## src/rtl/monster_sprite_engine.sv

```systemverilog
// monster_sprite_engine: sprite hit-test, ROM addressing, 2-stage pixel pipe and invader-style motion
module monster_sprite_engine #(
    parameter int         SPR_W       = 26,
    parameter int         SPR_H       = 37,
    parameter int         START_X     = 16,
    parameter int         START_Y     = 32,
    parameter int         SPEED       = 2,
    parameter int         DROP        = 8,
    parameter int         SCREEN_W    = 640,
    parameter int         FLOOR_Y     = 400,
    parameter logic [7:0] TRANSPARENT = 8'h00
) (
    input  logic       i_clk2,
    input  logic       i_rst_n,
    input  logic [9:0] i_x,
    input  logic [9:0] i_y,
    input  logic       i_active,
    input  logic       i_frame_tick,
    input  logic       i_enable,
    input  logic       i_restart,
    input  logic [7:0] i_rom_data,
    output logic [9:0] o_rom_addr,
    output logic [7:0] o_pixel,
    output logic       o_hit,
    output logic [9:0] o_pos_x,
    output logic [9:0] o_pos_y,
    output logic       o_landed
);
    typedef enum logic [2:0] {MOVE_R, MOVE_L, STEP_L, STEP_R, LANDED} state_t;

    state_t     state_q, state_d;
    logic [9:0] pos_x_q, pos_x_d, pos_y_q, pos_y_d;
    logic [9:0] rel_x, rel_y, step_y;
    logic       in_box, in_box_q;
    logic [7:0] pixel_q;
    logic       hit_q;

    // Hit test against the sprite box and ROM address (row * pitch + col), zero outside the box
    always_comb begin
        rel_x      = i_x - pos_x_q;
        rel_y      = i_y - pos_y_q;
        in_box     = i_active
                   && i_x >= pos_x_q && i_x <= pos_x_q + 10'(SPR_W - 1)
                   && i_y >= pos_y_q && i_y <= pos_y_q + 10'(SPR_H - 1);
        o_rom_addr = in_box ? rel_y * 10'(SPR_W) + rel_x : '0;
    end

    // Motion next-state: restart dominates, otherwise advance only on enabled frame ticks
    always_comb begin
        state_d = state_q;
        pos_x_d = pos_x_q;
        pos_y_d = pos_y_q;
        step_y  = pos_y_q + 10'(DROP);
        if (i_restart) begin
            state_d = MOVE_R;
            pos_x_d = 10'(START_X);
            pos_y_d = 10'(START_Y);
        end else if (i_frame_tick && i_enable) begin
            case (state_q)
                MOVE_R: if (pos_x_q + 10'(SPEED + SPR_W) > 10'(SCREEN_W)) state_d = STEP_L;
                        else pos_x_d = pos_x_q + 10'(SPEED);
                MOVE_L: if (pos_x_q < 10'(SPEED)) state_d = STEP_R;
                        else pos_x_d = pos_x_q - 10'(SPEED);
                STEP_L: begin
                    pos_y_d = step_y;
                    state_d = (step_y + 10'(SPR_H) >= 10'(FLOOR_Y)) ? LANDED : MOVE_L;
                end
                STEP_R: begin
                    pos_y_d = step_y;
                    state_d = (step_y + 10'(SPR_H) >= 10'(FLOOR_Y)) ? LANDED : MOVE_R;
                end
                default: ;
            endcase
        end
    end

    // Motion state and position registers
    always_ff @(posedge i_clk2 or negedge i_rst_n) begin
        if (!i_rst_n) begin
            state_q <= MOVE_R;
            pos_x_q <= 10'(START_X);
            pos_y_q <= 10'(START_Y);
        end else begin
            state_q <= state_d;
            pos_x_q <= pos_x_d;
            pos_y_q <= pos_y_d;
        end
    end

    // Pixel pipe: stage 1 aligns in_box with ROM output, stage 2 applies colour key
    always_ff @(posedge i_clk2 or negedge i_rst_n) begin
        if (!i_rst_n) begin
            in_box_q <= 1'b0;
            pixel_q  <= '0;
            hit_q    <= 1'b0;
        end else begin
            in_box_q <= in_box;
            pixel_q  <= in_box_q ? i_rom_data : '0;
            hit_q    <= in_box_q && (i_rom_data != TRANSPARENT);
        end
    end

    assign o_pixel  = pixel_q;
    assign o_hit    = hit_q;
    assign o_pos_x  = pos_x_q;
    assign o_pos_y  = pos_y_q;
    assign o_landed = (state_q == LANDED);
endmodule

```

## config.mk

```make
export PLATFORM = sky130hd
export DESIGN_NAME = monster_sprite_engine
export DESIGN_NICKNAME = d
export VERILOG_FILES = /design/src/rtl/monster_sprite_engine.sv
export SDC_FILE = /design/constraint.sdc
export NUM_CORES = 1
export LEC_CHECK = 0
export ABC_AREA = 1
export ABC_CLOCK_PERIOD_IN_PS = 7800
export CORE_MARGIN = 5
export CORE_UTILIZATION = 40
export CTS_BUF_LIST = sky130_fd_sc_hd__clkbuf_4 sky130_fd_sc_hd__clkbuf_8 sky130_fd_sc_hd__clkbuf_16
export DETAILED_ROUTE_END_ITERATION = 12
export PLACE_DENSITY = 0.66
export SYNTH_ARGS = -nofsm -noshare
export SYNTH_HDL_FRONTEND = slang
export SYNTH_SLANG_ARGS = --single-unit
export TNS_END_PERCENT = 20
```

## constraint.sdc

```tcl
create_clock -name i_clk2 -period 7.8 [get_ports i_clk2]
set_input_delay 1.56 -clock i_clk2 [delete_from_list [all_inputs] [get_ports i_clk2]]
set_output_delay 1.56 -clock i_clk2 [all_outputs]
set_load 0.05 [all_outputs]
```

After elaboration in Yosys (flattened, before gate mapping)
Index checks and enable logic that the tools add are counted.
{"block": "word_totals", "input_bits": 34, "rom_bits": 0, "mem_count": 0, "latch_bits": 0, "ff_bits": 33, "mem_bits_rw": 0, "output_inout_bits": 40}
{"block": "classes", "n_bitwise": 0, "n_eq_ne": 8, "n_addsub": 10, "n_div": 0, "n_mul": 1, "reduce_logical": 16, "shifts": 0, "n_mux": 17, "order_cmp": 7}
{"cell": "$mux 10", "n": 8}
{"cell": "$add 10x5->10 const B", "n": 2}
{"cell": "$add 10x6->10 const B", "n": 2}
{"cell": "$ge 10x10->1", "n": 2}
{"cell": "$le 10x10->1", "n": 2}
{"cell": "$pmux 10 s2", "n": 1}
{"cell": "$sub 10x10->10", "n": 2}
{"cell": "$mux 3", "n": 6}
{"cell": "$ne 3x3->1 const B", "n": 4}
{"cell": "$pmux 3 s4", "n": 1}
{"cell": "$add 10x10->10", "n": 1}
{"cell": "$add 10x2->10 const B", "n": 1}
{"cell": "$add 10x4->10 const B", "n": 1}
{"cell": "$ge 10x9->1 const B", "n": 1}
{"cell": "$gt 10x10->1 const B", "n": 1}
{"cell": "$lt 10x2->1 const B", "n": 1}
{"cell": "$mul 10x4->9 const B", "n": 1}
{"cell": "$sub 10x2->10 const B", "n": 1}
{"cell": "$mux 8", "n": 1}
{"cell": "$reduce_and 4->1", "n": 2}
{"cell": "$reduce_bool 8->1", "n": 1}
{"cell": "$eq 3x2->1 const B", "n": 2}
{"cell": "$logic_and 1x1->1", "n": 6}
{"cell": "$reduce_bool 5->1", "n": 1}
{"cell": "7 further kinds", "n": 8}

Longest topological paths before layout
Gate-level depths: netlist of run 1.
{"block": "logic_depth", "depth_word": 7, "mapped_depth": 27, "mapped_depth_nobuf": 27}

Worst setup path before layout of run 1
No wires, ideal clock.
{"block": "synth_path", "path_kind": "input-to-output", "startpoint": "input i_y[3]", "endpoint": "output o_rom_addr[9]", "arrival_time_ns": 5.932, "path_slack_ns": 0.308, "path_stages": 22, "path_buffers": 0, "required_time_ns": 6.240, "path_cell_list": "ha_1 -> nand2_1 -> nand2_1 -> xor2_1 -> ha_1 -> inv_1 -> fa_1 -> inv_1 -> ha_1 -> a21oi_1 -> nand2_1 -> xor2_1 -> fa_1 -> ha_1 -> nand2_1 -> or2_2 -> nand3_1 -> nand3b_1 -> nand2_1 -> nand3_1 -> nand2_1 -> nor2_1"}
{"block": "synth_between", "elab_chain_cells": 4, "elab_cells_between_ends": 8, "cone_classes": "add/sub: 2; mul: 1; order compare: 2; mux: 1; reduce/logical: 2"}
{"item": "start: declaration", "line": "16", "rtl": "input logic [9:0] i_y,"}
{"item": "$sub 10x10->10 / $ge 10x10->1 (equally long branches)", "line": "41, 44"}
{"item": "$mul 10x4->9 / $logic_and 1x1->1 (equally long branches)", "line": "45, 44"}
{"item": "$add 10x10->10 / $logic_and 1x1->1 (equally long branches)", "line": "45, 44"}
{"item": "$mux 10 *", "line": "45", "rtl": "o_rom_addr = in_box ? rel_y * 10'(SPR_W) + rel_x : '0;"}
{"item": "end: declaration", "line": "22", "rtl": "output logic [9:0] o_rom_addr,"}
Mark *: on every way between the ends. The rest lies on a longest branch, timed or not.

Worst setup path after layout of run 1
Same ends and word-level chain as after synthesis.

==> flow_summary.yaml, run 1 <==
timing:
  tightest_slew_ns: 0.610
  drv_slew: 0
  min_period_over_period: 0.970
  hold_viol: 0
  hold_slack_ns: 0.534
  relSlewSlack: 0.592
  fmax_mhz: 132
  skew_ns: 0.0119
  setup_viol: 0
  grt_setup_unrepaired: "no"
  setup-tns-final_ns: 0
  postLayoutSetupSlackWorst_ns: 0.230
  fin_crit_ns: 7.57
clock_tree:
  cts_inserted_buffers: 5
  cts_tree: "done"
  clock-root-buffer: "clkbuf_8"
  cts_num_sinks: 29
  clock_latency_ns: 0.28
  htreeDepth: 2
  clockBufferDepth: 2
  clk_pin_slew_ns: 0.07
placement:
  port_buffers: 69
  post-place-ws_ns: -0.0161
  post_dp_cell_area_um2: 4850
  dp_hpwl_mm: 8.07
  place.gp.congestion: 0.879
  placed_cells: 751
routing:
  wl_met1_mm: 4.61
  wire_per_inst_um: 12.7
  vias: 3663
  dr.pass1.iters: 4
  postRouteAntennaNets: 0
  drtIter0Drc: 144
  vias_per_cell: 4.83
  wl_met2_mm: 4.43
  drc: 0
  drt_wl_total_mm: 9.62
  top_layer: "met4"
  wl_met3_um: 502
finish:
  nets: 730
  utilization: 0.513
  syn_to_final_growth_pct: 24.7
  drive_above_1_share: 0.0942
  fin_cells: 759
  diodes: 0
  fin_area_um2: 5030
synthesis:
  synthDominantAreaCellType: "ha_1"
  synth.area.mux_share: 0
  synth-async-reset-ratio: 1.00
  synth_edf_count: 0
  synth_compound_area_frac: 0.101
  synth_top_area_frac: 0.177
  synthTopCellsByArea: "ha_1, dfrtp_1, nand2_1, inv_1, fa_1"
  synthSimpleGateAreaFrac: 0.268
  syn_area_um2: 4040
  synth_fa_ha_area_frac: 0.246
  synth_cells: 552
  synth_cell_types: 45
  avgSynthCellArea_um2: 7.31
  synth_top_family_by_area: "simple AND/OR/NAND/NOR gates"
  seq_area_frac_synth: 0.180
  ys_warn_count: 0
  synth-seq-cells: 29
  synth_xor_area_frac: 0.0868
  ys.flop_type: "dfrtp_1"
hold_path:
  hold_path.class: "register to register"
global_route:
  grt_pass1_wl_mm: 16.5
  overflow: 0
  grt_max_degree: 30
  first_global_vias: 3592
  grt_usage: 0.156
  antenna_found_initial: 0
power_and_ir_drop:
  power_density_nw_per_um2: 371
  net-switching-power_uw: 970
  clkPwrFrac: 0.088
  switching_share: 0.519
  ir_drop_uv: 209
  leakage_nw: 2.55
  pwr-share-comb: 0.783
  seqPwrFrac: 0.130
  power_mw: 1.87
  p_int_uw: 900
setup_path:
  ff2ff_setup_slack_ns: 4.75
  crit_path_max_fanout: 6
  endpoint_kind: "output port"
  cp.arrival_ns: 6.01
  crit_required_ns: 6.24
  critical-path-max-stage-delay_ns: 0.53
  worstSetupPathType: "primary input to output port"
  critPathLaunchType: "primary input"
  cp_slowest_cell: "fa_1"
  cpMostUsedCell: "nand2_1"
floorplanning:
  coreArea_um2: 9820
  initial_core_util: 0.411
  fp-row-count: 36
  die_w_um: 110
  dieArea_um2: 12200
  pin_count: 74
  die_h_um: 110
job:
  max-cap-violations: 0
run_status:
  status: "finished, final reports clean"
==> layout make-up <==
class	instances	area [µm²]
flip-flops and latches	29	728
inverters	92	345
clock inverters	1	30.0
well taps	133	166
multi-input cells	423	2920
fillers	990	4780
repair buffers	74	753
clock buffers	7	90.1
==> registers in the layout (all words and copies together) (netlist names) <==
name / count
o_pixel: 8
in_box_q: 1
o_hit: 1
state_q: 3
o_pos_x: 9
o_pos_y: 7
==> metal layers <==
| layer | vias up | global-route usage |
|---|---|---|
| met4 | 0 | 0.0189 |
| met1 | 1662 | 0.208 |
| li1 | 1918 | - |
| met2 | 75 | 0.263 |
| met3 | 8 | 0.0361 |
| met5 | - | 0 |
==> layout by cell type, fill, tap and decap left out, types with 2 or more instances in the layout <==
cell               n
a21oi_1           23
buf_12             3
buf_4              7
clkbuf_8           6
clkdlybuf4s50_1   64
conb_1             7
dfrtp_1           27
dfstp_2            2
fa_1              14
ha_1              53
ha_4               4
inv_1             86
inv_2              6
nand2_1          134
nand2_2            6
nand3_1           33
nand3b_1           3
nand4_1           12
nand4_2            2
nor2_1            29
nor2_2             3
nor2_4             2
nor3_1             7
nor4_1             3
o211ai_1           5
o21a_1             2
o21ai_0           10
o21ai_1            3
o21ai_2           11
o22ai_1            4
xnor2_1            8
xor2_1            32
==> power groups by stage <==
stage	Clock (mW)	Combinational (mW)	Sequential, mW
floorplan	0	1.05	0.292
global placement	0	1.39	0.243
detailed placement	0	1.42	0.244
CTS	0.168	1.43	0.242
finish	0.164	1.46	0.242
global route	0.175	1.66	0.249
==> final timing paths <==
kind / startpoint / end / depth (start not counted)
worst min-delay path: o_pos_x[4] / o_pos_x[4] / 2
worst max register to register: o_pos_x[3] / in_box_q / 14
max in group asynchronous: i_rst_n / o_pos_y[5] / 2
min in group asynchronous: i_rst_n / o_pos_x[7] / 2
worst min register to register: o_pos_x[4] / o_pos_x[4] / 2
worst max-delay path: i_y[3] / o_rom_addr[9] / 25
==> critical path, delay by kind of cell <==
| family | cells | cell delay (ns) |
|---|---|---|
| AO/OA/AOI/OAI | 1 | 0.18 |
| XOR/XNOR | 1 | 0.17 |
| adder cells (fa/ha/maj) | 5 | 1.75 |
| buffers and inverters | 5 | 0.85 |
| AND/OR/NAND/NOR | 13 | 1.49 |
==> synth_stat cells, drive strengths merged (2+ instances only) <==
cell	instances
nand2	140
inv	92
ha	57
nand3	34
nor2	34
xor2	32
dfrtp	27
a21oi	24
o21ai	24
fa	14
nand4	14
buf	12
nor3	8
xnor2	8
o211ai	5
nand3b	4
o22ai	4
nor4	3
conb	2
dfstp	2
o21a	2
or2	2
==> cells by family after synthesis <==
group / count (synthesis)
other: 2
DFF: 29
adders and majority gates: 71
AOI/OAI and AO/OA: 65
buffers and inverters: 105
and+or+nand+nor: 240
xor gates and xnor gates: 40
==> what timing repair did <==
| item | in CTS | in global routing |
|---|---|---|
| pin swaps | 0 | 1 |
| gates resized for setup | 1 | 8 |
| hold buffers | 0 | 0 |
| endpoints found under the setup margin | 1 | 2 |
| endpoints found under the hold margin | 0 | 0 |
| buffers inserted | 0 | 0 |
(Power assumes the default switching activity.)
==> run 2, diff against run 1 <==
--- a/config.mk
+++ b/config.mk
@@ -7,11 +7,14 @@
 export LEC_CHECK = 0
 export ABC_AREA = 1
 export ABC_CLOCK_PERIOD_IN_PS = 7800
+export CAP_MARGIN = 20
 export CORE_MARGIN = 5
 export CORE_UTILIZATION = 40
 export CTS_BUF_LIST = sky130_fd_sc_hd__clkbuf_4 sky130_fd_sc_hd__clkbuf_8 sky130_fd_sc_hd__clkbuf_16
+export CTS_CLUSTER_DIAMETER = 30
 export DETAILED_ROUTE_END_ITERATION = 12
 export PLACE_DENSITY = 0.66
+export SKIP_LAST_GASP = 1
 export SYNTH_ARGS = -nofsm -noshare
 export SYNTH_HDL_FRONTEND = slang
 export SYNTH_SLANG_ARGS = --single-unit
==> results of run 2 <==
Final layout, timing and power as in run 1 (identical DEF).
